### src/rtl/expr_gen_if.sv
`default_nettype none
// =============================================================================
// Module      : expr_gen_if
// Description : Request and ASCII ready/valid stream bundle for expr_gen.
// Revision    : 1.0
// =============================================================================
interface expr_gen_if #(
   parameter int MAX_TERMS = 4
);
   logic                   start;
   logic [2:0]             num_terms;
   logic [4*MAX_TERMS-1:0] digits;
   logic [MAX_TERMS-2:0]   ops;
   logic                   out_ready;
   logic [7:0]             out;
   logic                   out_valid;
   logic                   busy;
   logic                   done;
   logic                   err;

   // Requester and consumer side.
   modport master (
      output start, num_terms, digits, ops, out_ready,
      input  out, out_valid, busy, done, err
   );

   // Generator side.
   modport slave (
      input  start, num_terms, digits, ops, out_ready,
      output out, out_valid, busy, done, err
   );
endinterface
`default_nettype wire

### src/rtl/expr_gen.sv
`default_nettype none
// =============================================================================
// Module      : expr_gen
// Description : Serializes N digits and N-1 operators as an ASCII stream.
// Revision    : 1.0
// =============================================================================
module expr_gen #(
   parameter int MAX_TERMS = 4
) (
   input  logic      clk,
   input  logic      clr,
   expr_gen_if.slave bus
);
   typedef enum logic [1:0] {
      S_IDLE  = 2'd0,
      S_DIGIT = 2'd1,
      S_OP    = 2'd2,
      S_DONE  = 2'd3
   } state_t;

   localparam logic [2:0] C_MAX_TERMS = 3'(MAX_TERMS);
   localparam logic [7:0] C_ASCII_0   = 8'h30;
   localparam logic [7:0] C_PLUS      = 8'h2B;
   localparam logic [7:0] C_MUL       = 8'h2A;

   state_t                 state_q;
   logic [2:0]             idx_q;
   logic [2:0]             n_q;
   logic [4*MAX_TERMS-1:0] digits_q;
   logic [MAX_TERMS-2:0]   ops_q;
   logic [7:0]             out_q;
   logic                   out_valid_q;
   logic                   busy_q;
   logic                   done_q;
   logic                   err_q;

   logic                   w_req_ok;
   logic [3:0]             w_next_digit;
   logic                   w_cur_op;
   logic                   w_last;
   logic [7:0]             out_d;

   always_comb begin : p_req_check
      w_req_ok = (bus.num_terms != 3'd0) && (bus.num_terms <= C_MAX_TERMS);
      for (int i = 0; i < MAX_TERMS; i++) begin
         if ((3'(i) < bus.num_terms) && (bus.digits[4*i +: 4] > 4'd9)) begin
            w_req_ok = 1'b0;
         end
      end
   end

   always_comb begin : p_select
      w_next_digit = 4'd0;
      w_cur_op     = 1'b0;
      for (int i = 0; i < MAX_TERMS; i++) begin
         if (3'(i) == (idx_q + 3'd1)) begin
            w_next_digit = digits_q[4*i +: 4];
         end
      end
      for (int i = 0; i < MAX_TERMS - 1; i++) begin
         if (3'(i) == idx_q) begin
            w_cur_op = ops_q[i];
         end
      end
   end

   assign w_last = (idx_q == (n_q - 3'd1));

   // Character presented once the current handshake (or request) completes.
   always_comb begin : p_next_char
      out_d = 8'h00;
      unique case (state_q)
         S_IDLE:  out_d = C_ASCII_0 + {4'd0, bus.digits[3:0]};
         S_DIGIT: out_d = w_last ? 8'h00 : (w_cur_op ? C_MUL : C_PLUS);
         S_OP:    out_d = C_ASCII_0 + {4'd0, w_next_digit};
         default: out_d = 8'h00;
      endcase
   end

   always_ff @(posedge clk) begin : p_fsm
      if (clr) begin
         state_q     <= S_IDLE;
         idx_q       <= 3'd0;
         n_q         <= 3'd0;
         digits_q    <= '0;
         ops_q       <= '0;
         out_q       <= 8'h00;
         out_valid_q <= 1'b0;
         busy_q      <= 1'b0;
         done_q      <= 1'b0;
         err_q       <= 1'b0;
      end else begin
         done_q <= 1'b0;
         err_q  <= 1'b0;
         unique case (state_q)
            S_IDLE: begin
               if (bus.start) begin
                  if (w_req_ok) begin
                     state_q     <= S_DIGIT;
                     idx_q       <= 3'd0;
                     n_q         <= bus.num_terms;
                     digits_q    <= bus.digits;
                     ops_q       <= bus.ops;
                     out_q       <= out_d;
                     out_valid_q <= 1'b1;
                     busy_q      <= 1'b1;
                  end else begin
                     err_q <= 1'b1;
                  end
               end
            end
            S_DIGIT: begin
               if (bus.out_ready) begin
                  out_q <= out_d;
                  if (w_last) begin
                     state_q     <= S_DONE;
                     out_valid_q <= 1'b0;
                     done_q      <= 1'b1;
                  end else begin
                     state_q <= S_OP;
                  end
               end
            end
            S_OP: begin
               if (bus.out_ready) begin
                  state_q <= S_DIGIT;
                  idx_q   <= idx_q + 3'd1;
                  out_q   <= out_d;
               end
            end
            S_DONE: begin
               state_q <= S_IDLE;
               busy_q  <= 1'b0;
            end
            default: state_q <= S_IDLE;
         endcase
      end
   end

   assign bus.out       = out_q;
   assign bus.out_valid = out_valid_q;
   assign bus.busy      = busy_q;
   assign bus.done      = done_q;
   assign bus.err       = err_q;
endmodule
`default_nettype wire

### src/flat_wrapper.sv
// flat-port wrapper written by rule: the top's interface ports become plain ports
module expr_gen_flat 
#(
   parameter int MAX_TERMS = 4
)
  (clk, clr, bus_start, bus_num_terms, bus_digits, bus_ops, bus_out_ready, bus_out, bus_out_valid, bus_busy, bus_done, bus_err);
  expr_gen_if #(.MAX_TERMS(MAX_TERMS)) bus_i ();
  input  logic clk;
  input  logic clr;
  input wire logic [$bits(bus_i.start)-1:0] bus_start;
  input wire logic [$bits(bus_i.num_terms)-1:0] bus_num_terms;
  input wire logic [$bits(bus_i.digits)-1:0] bus_digits;
  input wire logic [$bits(bus_i.ops)-1:0] bus_ops;
  input wire logic [$bits(bus_i.out_ready)-1:0] bus_out_ready;
  output wire logic [$bits(bus_i.out)-1:0] bus_out;
  output wire logic [$bits(bus_i.out_valid)-1:0] bus_out_valid;
  output wire logic [$bits(bus_i.busy)-1:0] bus_busy;
  output wire logic [$bits(bus_i.done)-1:0] bus_done;
  output wire logic [$bits(bus_i.err)-1:0] bus_err;
  assign bus_i.start = bus_start;
  assign bus_i.num_terms = bus_num_terms;
  assign bus_i.digits = bus_digits;
  assign bus_i.ops = bus_ops;
  assign bus_i.out_ready = bus_out_ready;
  assign bus_out = bus_i.out;
  assign bus_out_valid = bus_i.out_valid;
  assign bus_busy = bus_i.busy;
  assign bus_done = bus_i.done;
  assign bus_err = bus_i.err;
  expr_gen #(.MAX_TERMS(MAX_TERMS)) u_core (.clk(clk), .clr(clr), .bus(bus_i));
endmodule
### config.mk
export PLATFORM = sky130hd
export DESIGN_NAME = expr_gen_flat
export DESIGN_NICKNAME = d
export VERILOG_FILES = /design/src/rtl/expr_gen_if.sv /design/src/rtl/expr_gen.sv /design/src/flat_wrapper.sv
export SDC_FILE = /design/constraint.sdc
export NUM_CORES = 1
export LEC_CHECK = 0
export CAP_MARGIN = 20
export CELL_PAD_IN_SITES_DETAIL_PLACEMENT = 1
export CELL_PAD_IN_SITES_GLOBAL_PLACEMENT = 1
export CORE_AREA = 4 4 62 107
export CTS_BUF_LIST = sky130_fd_sc_hd__clkbuf_4 sky130_fd_sc_hd__clkbuf_8
export CTS_CLUSTER_DIAMETER = 200
export DETAILED_ROUTE_END_ITERATION = 10
export DIE_AREA = 0 0 66 111
export PLACE_DENSITY = 0.87
export SYNTH_ARGS = -nofsm -noshare
export SYNTH_HDL_FRONTEND = slang
export SYNTH_SLANG_ARGS = --single-unit
### constraint.sdc
create_clock -name clk -period 1.9 [get_ports clk]
set_clock_uncertainty 0.1 [all_clocks]
set_input_delay 0.38 -clock clk [delete_from_list [all_inputs] [get_ports clk]]
set_output_delay 0.38 -clock clk [all_outputs]
set_load 0.005 [all_outputs]
==> results of run 1 <==
[path summary, 6_finish.rpt]
check                                               startpoint                          endpoint  slack (ps)  depth (start not counted)
worst min register to register  u_core.bus.out[0]$_SDFFE_PP0P_    u_core.bus.out[0]$_SDFFE_PP0P_         380                          2
worst min-delay path                            bus_digits[15]  u_core.digits_q[15]$_SDFFE_PP0P_         280                          3
worst max-delay path            u_core.state_q[1]$_SDFFE_PP0P_      u_core.idx_q[0]$_SDFFE_PP0P_        -120                          6
worst max register to register  u_core.state_q[1]$_SDFFE_PP0P_      u_core.idx_q[0]$_SDFFE_PP0P_        -120                          6
[registers in the layout, summed over array words and instances, names as in the netlist]
name and count:
u_core.digits_q 16, u_core.bus.out 6, u_core.idx_q 3, u_core.n_q 3
u_core.ops_q 3, u_core.state_q 2, u_core.bus.busy 1, u_core.bus.done 1
u_core.bus.err 1, u_core.bus.out_valid 1
[cells by family after synthesis]
family,count (synthesis),synth area share
DFF,37,0.356
xor gates and xnor gates,3,0.0193
muxes,22,0.106
buffers and inverters,30,0.0662
and+or+nand+nor,69,0.169
adders and majority gates,11,0.0662
other,1,0.00180
AOI/OAI and AO/OA,55,0.215
[power by group through the flow]
| stage | sequential (µW) | clock, µW | combinational (µW) |
|---|---|---|---|
| 2_1_floorplan | 908 | 0 | 500 |
| 3_3_place_gp | 902 | 0 | 892 |
| 3_5_place_dp | 908 | 0 | 922 |
| 4_1_cts | 891 | 596 | 1010 |
| 5_1_grt | 902 | 633 | 1160 |
| 6_report | 893 | 587 | 1080 |
[synthesized netlist by cell type, types with 3 or more instances]
cell type	instances
nor2_1	32
a21o_1	3
o31ai_1	3
a32o_1	4
inv_1	15
nand2_1	11
a311oi_1	4
o211ai_1	3
nand3b_1	4
a21oi_1	7
nor3b_1	3
nor3_1	4
nor2b_1	4
mux2i_1	22
dfxtp_1	37
ha_1	11
clkbuf_1	7
o21ai_0	7
a211oi_1	3
o32ai_1	3
[cell type report]
type                    count  area [µm²]
flip-flops and latches     37         751
inverters                  15        56.3
repair buffers             79         684
fillers                   660        2760
clock buffers               7        90.1
multi-input cells         162        1350
well taps                  78        97.6
[per-layer routing]
layer	global-route usage	vias up	share of wire
met5	0	-	0
met4	0.100	0	0.042
met3	0.0335	17	0.037
met2	0.351	63	0.56
met1	0.189	1009	0.36
li1	-	965	-
[metrics by stage]
step / worst slack (ps) / utilization / hold slack [ps] / TNS (ps)
2_1_floorplan: 11.4 / - / 352 / 0
3_3_place_gp: -641 / 0.475 / 360 / -19360
3_5_place_dp: -756 / 0.475 / 370 / -23110
4_1_cts: 11.1 / 0.506 / 374 / 0
5_1_grt: -139 / 0.523 / 304 / -525
6_report: -122 / 0.523 / 282 / -122
[timing repair]
item / in CTS / in global routing
pin swaps: 20 / 18
setup endpoints to repair: 36 / 35
buffers inserted: 3 / 1
endpoints found under the hold margin: 0 / 0
gates resized for setup: 35 / 34
[tightest hold or removal path: cells and delay by family]
kind / cells / cell delay [ps]
buffers and inverters: 1 / 110
AND/OR/NAND/NOR: 1 / 70
multiplexers: 1 / 80
==> out/metrics.yaml, run 1 <==
yosys:
  synth_edf_count: 0
  synth_area_leaders: "dfxtp_1 36%, mux2i_1 11%, ha_1 6.6%, nor2_1 5.8%, inv_1 2.7%"
  yosysTopAreaCellShare: 0.356
  yosysSeqAreaShare: 0.356
  ys_seq_elements: 37
  yosys.cell_types.count: 49
  yosysWarnings: 0
  synth_area_per_cell_um2: 9.12
  ys_async_sr_fraction: 0
  synth_area_um2: 2080
  yosysTopAreaCell: "dfxtp_1"
  ys.flop_type: "dfxtp_1"
  synthCells: 228
route:
  wl_um: 6910
  wl_per_cell_um: 18.3
  via_per_inst: 5.43
  drtPass1Iterations: 4
  drc: 0
  drt_iter0_drc: 66
  vias: 2054
  detail-route-antenna-nets: 0
sta:
  setup_ws_ps: -122
  period_minus_slack_ps: 2020
  slew_viol_final: 0
  period_share: 1.06
  setup_viol: 1
  fmax_ghz: 0.494
  hold_viol: 0
finish:
  instances_no_fill: 378
  diodes: 0
  final_cell_mix: "37 x buf_4, 32 x nor2_1, 31 x dfxtp_1, 21 x mux2i_1, 20 x clkdlybuf4s50_1"
  stdcell_area_um2: 3030
  final_nets: 337
  final_common_cell: "buf_4"
  drive_above_1_share: 0.300
  areaGrowthSynthToFinish_pct: 45.6
power_and_ir_drop:
  p_int_uw: 1700
  pwr-share-comb: 0.421
  p_leak_uw: 0.00117
  fin_total_pwr_uw: 2560
  p_sw_uw: 860
  netSwitchingFraction: 0.337
  peakVddDrop_mv: 0.384
  p_per_area_nw_per_um2: 844
  power_frac_clock: 0.230
  power_frac_seq: 0.350
status:
  violations: "negative setup slack"
  status: "complete, but fails checks"
die:
  rows: 37
  die_area_um2: 7330
  initial_core_util: 0.359
  dieHeight_um: 111
  core-area_um2: 5790
  die_width_um: 66
  boundaryPins: 38
worst_hold_path:
  hp-class: "in -> reg"
clock_tree:
  max-clock-path-buffers: 2
  hold_buffers: 0
  clock_sinks: 37
  cts_root_buffer: "clkbuf_8"
  cts_made_buffers: 5
  cts_tree: "done"
  h-tree-depth: 2
  worstSkewPairLatency_ps: 300
  clkTransAtPathRegs_ps: 70
placed_design:
  gp_congestion: 0.814
  dpl_cell_area_um2: 2750
  io_buffer_count: 35
  dp.cells: 367
  dpl.hpwl_um: 4890
run:
  cap_violations: 0
critical_path:
  crit_required_ps: 2020
  critPathTopFamily: "simple AND/OR/NAND/NOR gates"
  slowest_delay_ps: 450
  crit_path_start_kind: "flip-flop"
  cp_num_buf_inv: 2
  worstPathMaxFanout: 10
  crit_slowest_cell: "nor4_1"
  worstPathCellList: "buf_4 > ha_1 > inv_1 > nor4_1 > a311oi_1 > a21oi_1"
  worst_ep_arrival_time_ps: 2140
  endpoint_kind: "flip-flop"
  crit_type: "reg -> reg"
global_routing:
  grt_max_degree: 18
  grt_pass1_vias: 2167
  antenna_found_initial: 0
  grt.overflow.total: 0
  grt_pass1_wl_um: 10600
  grt_usage: 0.188
Power figures use the tool's default switching activity.
==> inputs of run 2 (changes only) <==
CELL_PAD_IN_SITES_GLOBAL_PLACEMENT = 2   (was 1)
CORE_AREA = 4 4 68 118   (was 4 4 62 107)
DIE_AREA = 0 0 72 122   (was 0 0 66 111)
MAX_ROUTING_LAYER = met4   (was not set)
PLACE_DENSITY = 0.88   (was 0.87)
==> run 2 against run 1 <==
Net effect:
- the flow now finishes without violations
- cell count up 5.0%
- global-route usage down 2.2 points
- setup slack better by 160 ps
- die area up 20%
- fmax up 8.9%
- register-to-register slack better by 170 ps
- combinational power about the same
- non-clock buffer count up 10
- design area up 4.8%
==> out/metrics.yaml, run 2 (synthesized netlist as in run 1, its figures left out) <==
global_routing:
  grt_pass1_wl_um: 10900  # +3.5%
  grt_usage: 0.166  # -0.0222
  grt_pass1_vias: 2205  # +1.8%
  antenna_found_initial: 0  # unchanged
  grt_max_degree: 21  # +3
  grt.overflow.total: 0  # unchanged
route:
  via_per_inst: 5.23  # -3.8%
  drt_iter0_drc: 125  # +89%
  vias: 2075  # +1.0%
  wl_per_cell_um: 18.2  # -0.23%
  detail-route-antenna-nets: 0  # unchanged
  wl_um: 7240  # +4.8%
  drtPass1Iterations: 4  # unchanged
  drc: 0  # unchanged
sta:
  holdWs_ps: 265  # -16.3 ps
  slew_viol_final: 0  # unchanged
  setup_ws_ps: 42.0  # +164 ps
  rsz0062_at_grt: "yes"
  fmax_ghz: 0.538  # +8.9%
  period_minus_slack_ps: 1860  # -164 ps
  period_share: 0.978  # -0.0866
  setup_viol: 0  # -1
  hold_viol: 0  # unchanged
die:
  initial_core_util: 0.294  # -0.0656
  rows: 41  # +11%
  die_width_um: 72  # +9.1%
  boundaryPins: 38  # unchanged
  core-area_um2: 7080  # +22%
  dieHeight_um: 122  # +9.9%
  die_area_um2: 8780  # +20%
clock_tree:
  clock_sinks: 37  # unchanged
  hold_buffers: 0  # unchanged
  worstSkewPairLatency_ps: 310  # about the same
  cts_root_buffer: "clkbuf_8"
  cts_made_buffers: 5  # unchanged
  clkTransAtPathRegs_ps: 70  # about the same
  max-clock-path-buffers: 2  # unchanged
  h-tree-depth: 2  # unchanged
  cts_tree: "done"
power_and_ir_drop:
  fin_total_pwr_uw: 2650  # +3.5%
  p_leak_uw: 0.00123  # +5.1%
  p_per_area_nw_per_um2: 834  # -1.2%
  peakVddDrop_mv: 0.402  # +4.6%
critical_path:
  crit_required_ps: 2000  # -20 ps
  crit_start: "bus_num_terms[1]"
  reg2reg_from: "u_core.idx_q[1]$_SDFFE_PP0P_"
  worst_ep_arrival_time_ps: 1960  # -180 ps
  endpoint_kind: "flip-flop"
  crit_type: "in -> reg"
  worstPathMaxFanout: 8  # -2
  crit_path_start_kind: "input pin"
placed_design:
  dp.cells: 380  # +3.5%
  gp_congestion: 0.836  # +2.7%
  dpl.hpwl_um: 5270  # +7.9%
  dp_slack_ps: -611  # +146 ps
  io_buffer_count: 35  # unchanged
finish:
  regArea_um2: 753  # +0.33%
  instances_no_fill: 397  # +5.0%
  diodes: 0  # unchanged
  largest_reg_flops: 16  # unchanged
  final_cell_mix: "45 x buf_4, 32 x nor2_1, 31 x dfxtp_1, 22 x mux2i_1, 20 x clkdlybuf4s50_1"
  areaGrowthSynthToFinish_pct: 52.5
  drive_above_1_share: 0.338  # +0.0376
  final_nets: 347  # +3.0%
  fillers: 818  # +24%
  top_register: "u_core.digits_q"
  final_common_cell: "buf_4"
  multi_input_area_um2: 1360  # +0.56%
run:
  cap_violations: 0  # unchanged
worst_hold_path:
  hp-class: "in -> reg"
  hold_start: "bus_digits[13]"
status:
  status: "complete, no violations"
-- run 2: changes by cell type in the layout (fill, tap and decap cells not counted), moves of 3 or more --
cell and change:
buf_4 +8, buf_12 +3, o21ai_0 -3, o21ai_1 +3
-- run 2: repair_timing --
item / 4_1_cts / 5_1_grt
gates resized for setup: 33 / 39
pin swaps: 15 / 24
gates cloned: 0 / 1
setup buffers: 3 / 5
endpoints found under the setup margin: 35 / 33
-- run 2: final timing paths --
path / slack [ps] / end / cells past startpoint
setup / recovery: 40 / u_core.digits_q[14]$_SDFFE_PP0P_ / 9
hold / removal: 270 / u_core.digits_q[13]$_SDFFE_PP0P_ / 3
setup reg to reg: 50 / u_core.bus.out[0]$_SDFFE_PP0P_ / 8
hold reg to reg: 380 / u_core.bus.out[0]$_SDFFE_PP0P_ / 2
-- run 2: area by class of cell --
class | instances | area share
clock buffer | 7 | 0.0304
multi-input combinational | 162 | 0.428
inverter | 15 | 0.0178
sequential | 37 | 0.237
clock inverter | 1 | 0.00158
timing repair buffer | 89 | 0.251
tap | 86 | 0.0339
-- run 2: report_power, final --
| part | leakage [µW] | internal (µW) | switching [µW] | total, µW |
|---|---|---|---|---|
| clock network | 0.0000542 | 328 | 318 | 647 |
| registers | 0.000303 | 852 | 52.9 | 905 |
| logic | 0.000872 | 570 | 526 | 1100 |
-- run 2: stage by stage --
| step | utilization | TNS, ps | area, µm² |
|---|---|---|---|
| 2_1_floorplan | - | 0 | 2090 |
| 3_3_place_gp | 0.397 | -15880 | 2810 |
| 3_5_place_dp | 0.397 | -17560 | 2810 |
| 4_1_cts | 0.422 | 0 | 2990 |
| 5_1_grt | 0.448 | -379 | 3170 |
| 6_report | 0.448 | 0 | 3170 |
-- run 2: per-layer routing --
layer  routed length, µm  GRT usage  vias up
met3                 151     0.0273       13
met5                   0          -        -
met1                2520      0.155     1049
met4                 217     0.0859        0
li1                    -          -      986
met2                4350      0.316       27
-- run 2: critical path: stages --
cell and delay (ps):
clkdlybuf4s15_1 260, nor3b_2 230, a22oi_2 120, buf_12 160
nor3_4 220, buf_12 150, clkbuf_16 160, mux2i_1 210
nor2_1 70
==> patch: new RTL, flow settings as in run 1 <==
`MAX_TERMS` is set to 4 in 3 places; all go to 6.
--- a/src/rtl/expr_gen_if.sv
+++ b/src/rtl/expr_gen_if.sv
@@ -6,5 +6,5 @@
 // =============================================================================
 interface expr_gen_if #(
-   parameter int MAX_TERMS = 4
+   parameter int MAX_TERMS = 6
 );
    logic                   start;
--- a/src/rtl/expr_gen.sv
+++ b/src/rtl/expr_gen.sv
@@ -6,5 +6,5 @@
 // =============================================================================
 module expr_gen #(
-   parameter int MAX_TERMS = 4
+   parameter int MAX_TERMS = 6
 ) (
    input  logic      clk,
--- a/src/flat_wrapper.sv
+++ b/src/flat_wrapper.sv
@@ -2,5 +2,5 @@
 module expr_gen_flat 
 #(
-   parameter int MAX_TERMS = 4
+   parameter int MAX_TERMS = 6
 )
   (clk, clr, bus_start, bus_num_terms, bus_digits, bus_ops, bus_out_ready, bus_out, bus_out_valid, bus_busy, bus_done, bus_err);
Ports: changed (resized bus_digits and bus_ops); port bits go from 38 to 48. The function was not compared with the original's and may differ.
==> patch against run 1 <==
The flow still finishes with violations (negative setup slack). Sequential power is 28% higher. Total power rose by 30%. Via count up 60%. Worst setup slack worse by 0.15 ns. Maximum frequency shrank 6.7%. Synthesized area increased by 21%. Critical endpoint is now u_core.state_q[0]. Synthesized cell count is 41% higher. Final area up 38%. Sequential cell count increased by 10. Routed wire length grew 120%.
==> patch: results (changes against run 1) <==
total track usage=35.0% (was 18.8%); post-CTS sizing=84 (was 35); setup TNS=-2.89 ns (was -0.122 ns); fin nets=477 (was 337); Vias per Instance=6.46 (was 5.43); crit-path max FO=3 (was 10); DR iter-0 viols=330 (was 66); first-pass GRT wire length=18,900 um (was 10,600 um); Worst Slack Setup Final=-0.268 ns (was -0.122 ns); # Post-CTS Setup Buffers=10 (was 3); Hold WC Path Type=input pin to flop (unchanged); GP Congestion=0.889 (was 0.814); failing checks=negative setup slack (unchanged); DR vias=3,281 (was 2,054); WP data arrival=2.27 ns (was 2.14 ns); vias in the first global route=3,388 (was 2,167); DR WL/cell=30.1 um (was 18.3 um); max reg flops=24 (was 16); number of fill cells=621 (was 660); Cells after Synth=322 (was 228); IO Port Bufs=45 (was 35); post-synthesis sequential area ratio=37.5% (was 35.6%); Post-synth top cells=nand2_1, a21oi_1, dfxtp_1, inv_1, o21ai_0 (was dfxtp_1, nor2_1, mux2i_1, inv_1); Clock Latency Late Sink=0.32 ns (was 0.30 ns); Worst Reg-to-Reg Cells=8 (was 6); Netlist cell types=51 (was 49); peak supply drop=0.000904 V (was 0.000384 V); outcome=finished with violations (unchanged); Setup WS pre-CTS=-0.611 ns (was -0.756 ns); final setup fails=43 (was 1); Final HPWL DP=6850 um (was 4890 um); pin count of the biggest net entering global routing=20 (was 18); Max stage delay on crit path=0.36 ns (was 0.45 ns); clk slew on worst S/H paths=0.10 ns (was 0.07 ns); initial antenna violation count=1 (was 0); share of cells above drive strength 1=42.6% (was 30.0%); Post-DP Area=3390 um2 (was 2750 um2); largest cells by area after synthesis=dfxtp_1, nand2_1, a21oi_1 (was dfxtp_1, mux2i_1, ha_1); leakage=1.56 nW (was 1.17 nW); top cell type's share of synthesized area=37.5% (was 35.6%); drt first pass iters=5 (was 4)
==> patch: cell types whose count changed after synthesis, moves of 5 or more <==
| cell | delta |
|---|---|
| dfxtp_1 | +10 |
| mux2i_1 | -21 |
| nor2_1 | -26 |
| o21ai_0 | +6 |
| nand2_1 | +69 |
| a21oi_1 | +43 |
| clkbuf_1 | +5 |
==> patch: area by class of cell <==
| class | instances | area [um2] | share of cell area [%] |
|---|---|---|---|
| clock buffer | 8 | 104 | 2.49 |
| inverter | 16 | 60.1 | 1.44 |
| multi-input combinational | 237 | 1830 | 43.9 |
| sequential | 47 | 950 | 22.8 |
| tap | 78 | 97.6 | 2.34 |
| timing repair buffer | 122 | 1130 | 27.1 |
==> patch: final timing paths <==
check | start | endpoint | slack, ns
setup reg to reg | u_core.n_q[0] | u_core.state_q[0] | -0.27
setup / recovery | u_core.n_q[0] | u_core.state_q[0] | -0.27
hold reg to reg | u_core.digits_q[17] | u_core.digits_q[17] | 0.39
hold / removal | bus_digits[22] | u_core.digits_q[22] | 0.23
==> patch: per-layer routing <==
layer | GRT usage (%) | routed length, um | vias up
met4 | 25.8 | 1530 | 2
met1 | 34.6 | 4960 | 1607
met5 | 0 | 14 | -
li1 | - | - | 1330
met2 | 61.7 | 7700 | 235
met3 | 6.80 | 1100 | 107
==> patch: cells by family (layout without fill, tap and decap cells) <==
kind of cell    after synthesis  in the layout  share of synthesized area, %
other cells                   1              2                         0.149
mux                           1              1                         0.399
simple gates                119            119                          21.3
xor+xnor                      3              3                          1.60
fa+ha+maj                    12             12                          5.98
compound gates               99            100                          25.6
flops                        47             47                          37.5
buf+inv                      40            146                          7.43
==> patch: where the power goes <==
group	switching, mW	total, mW	internal, mW
sequential	0.0705	1.14	1.07
clock	0.382	0.729	0.348
combinational	0.809	1.45	0.642
total	1.26	3.32	2.06
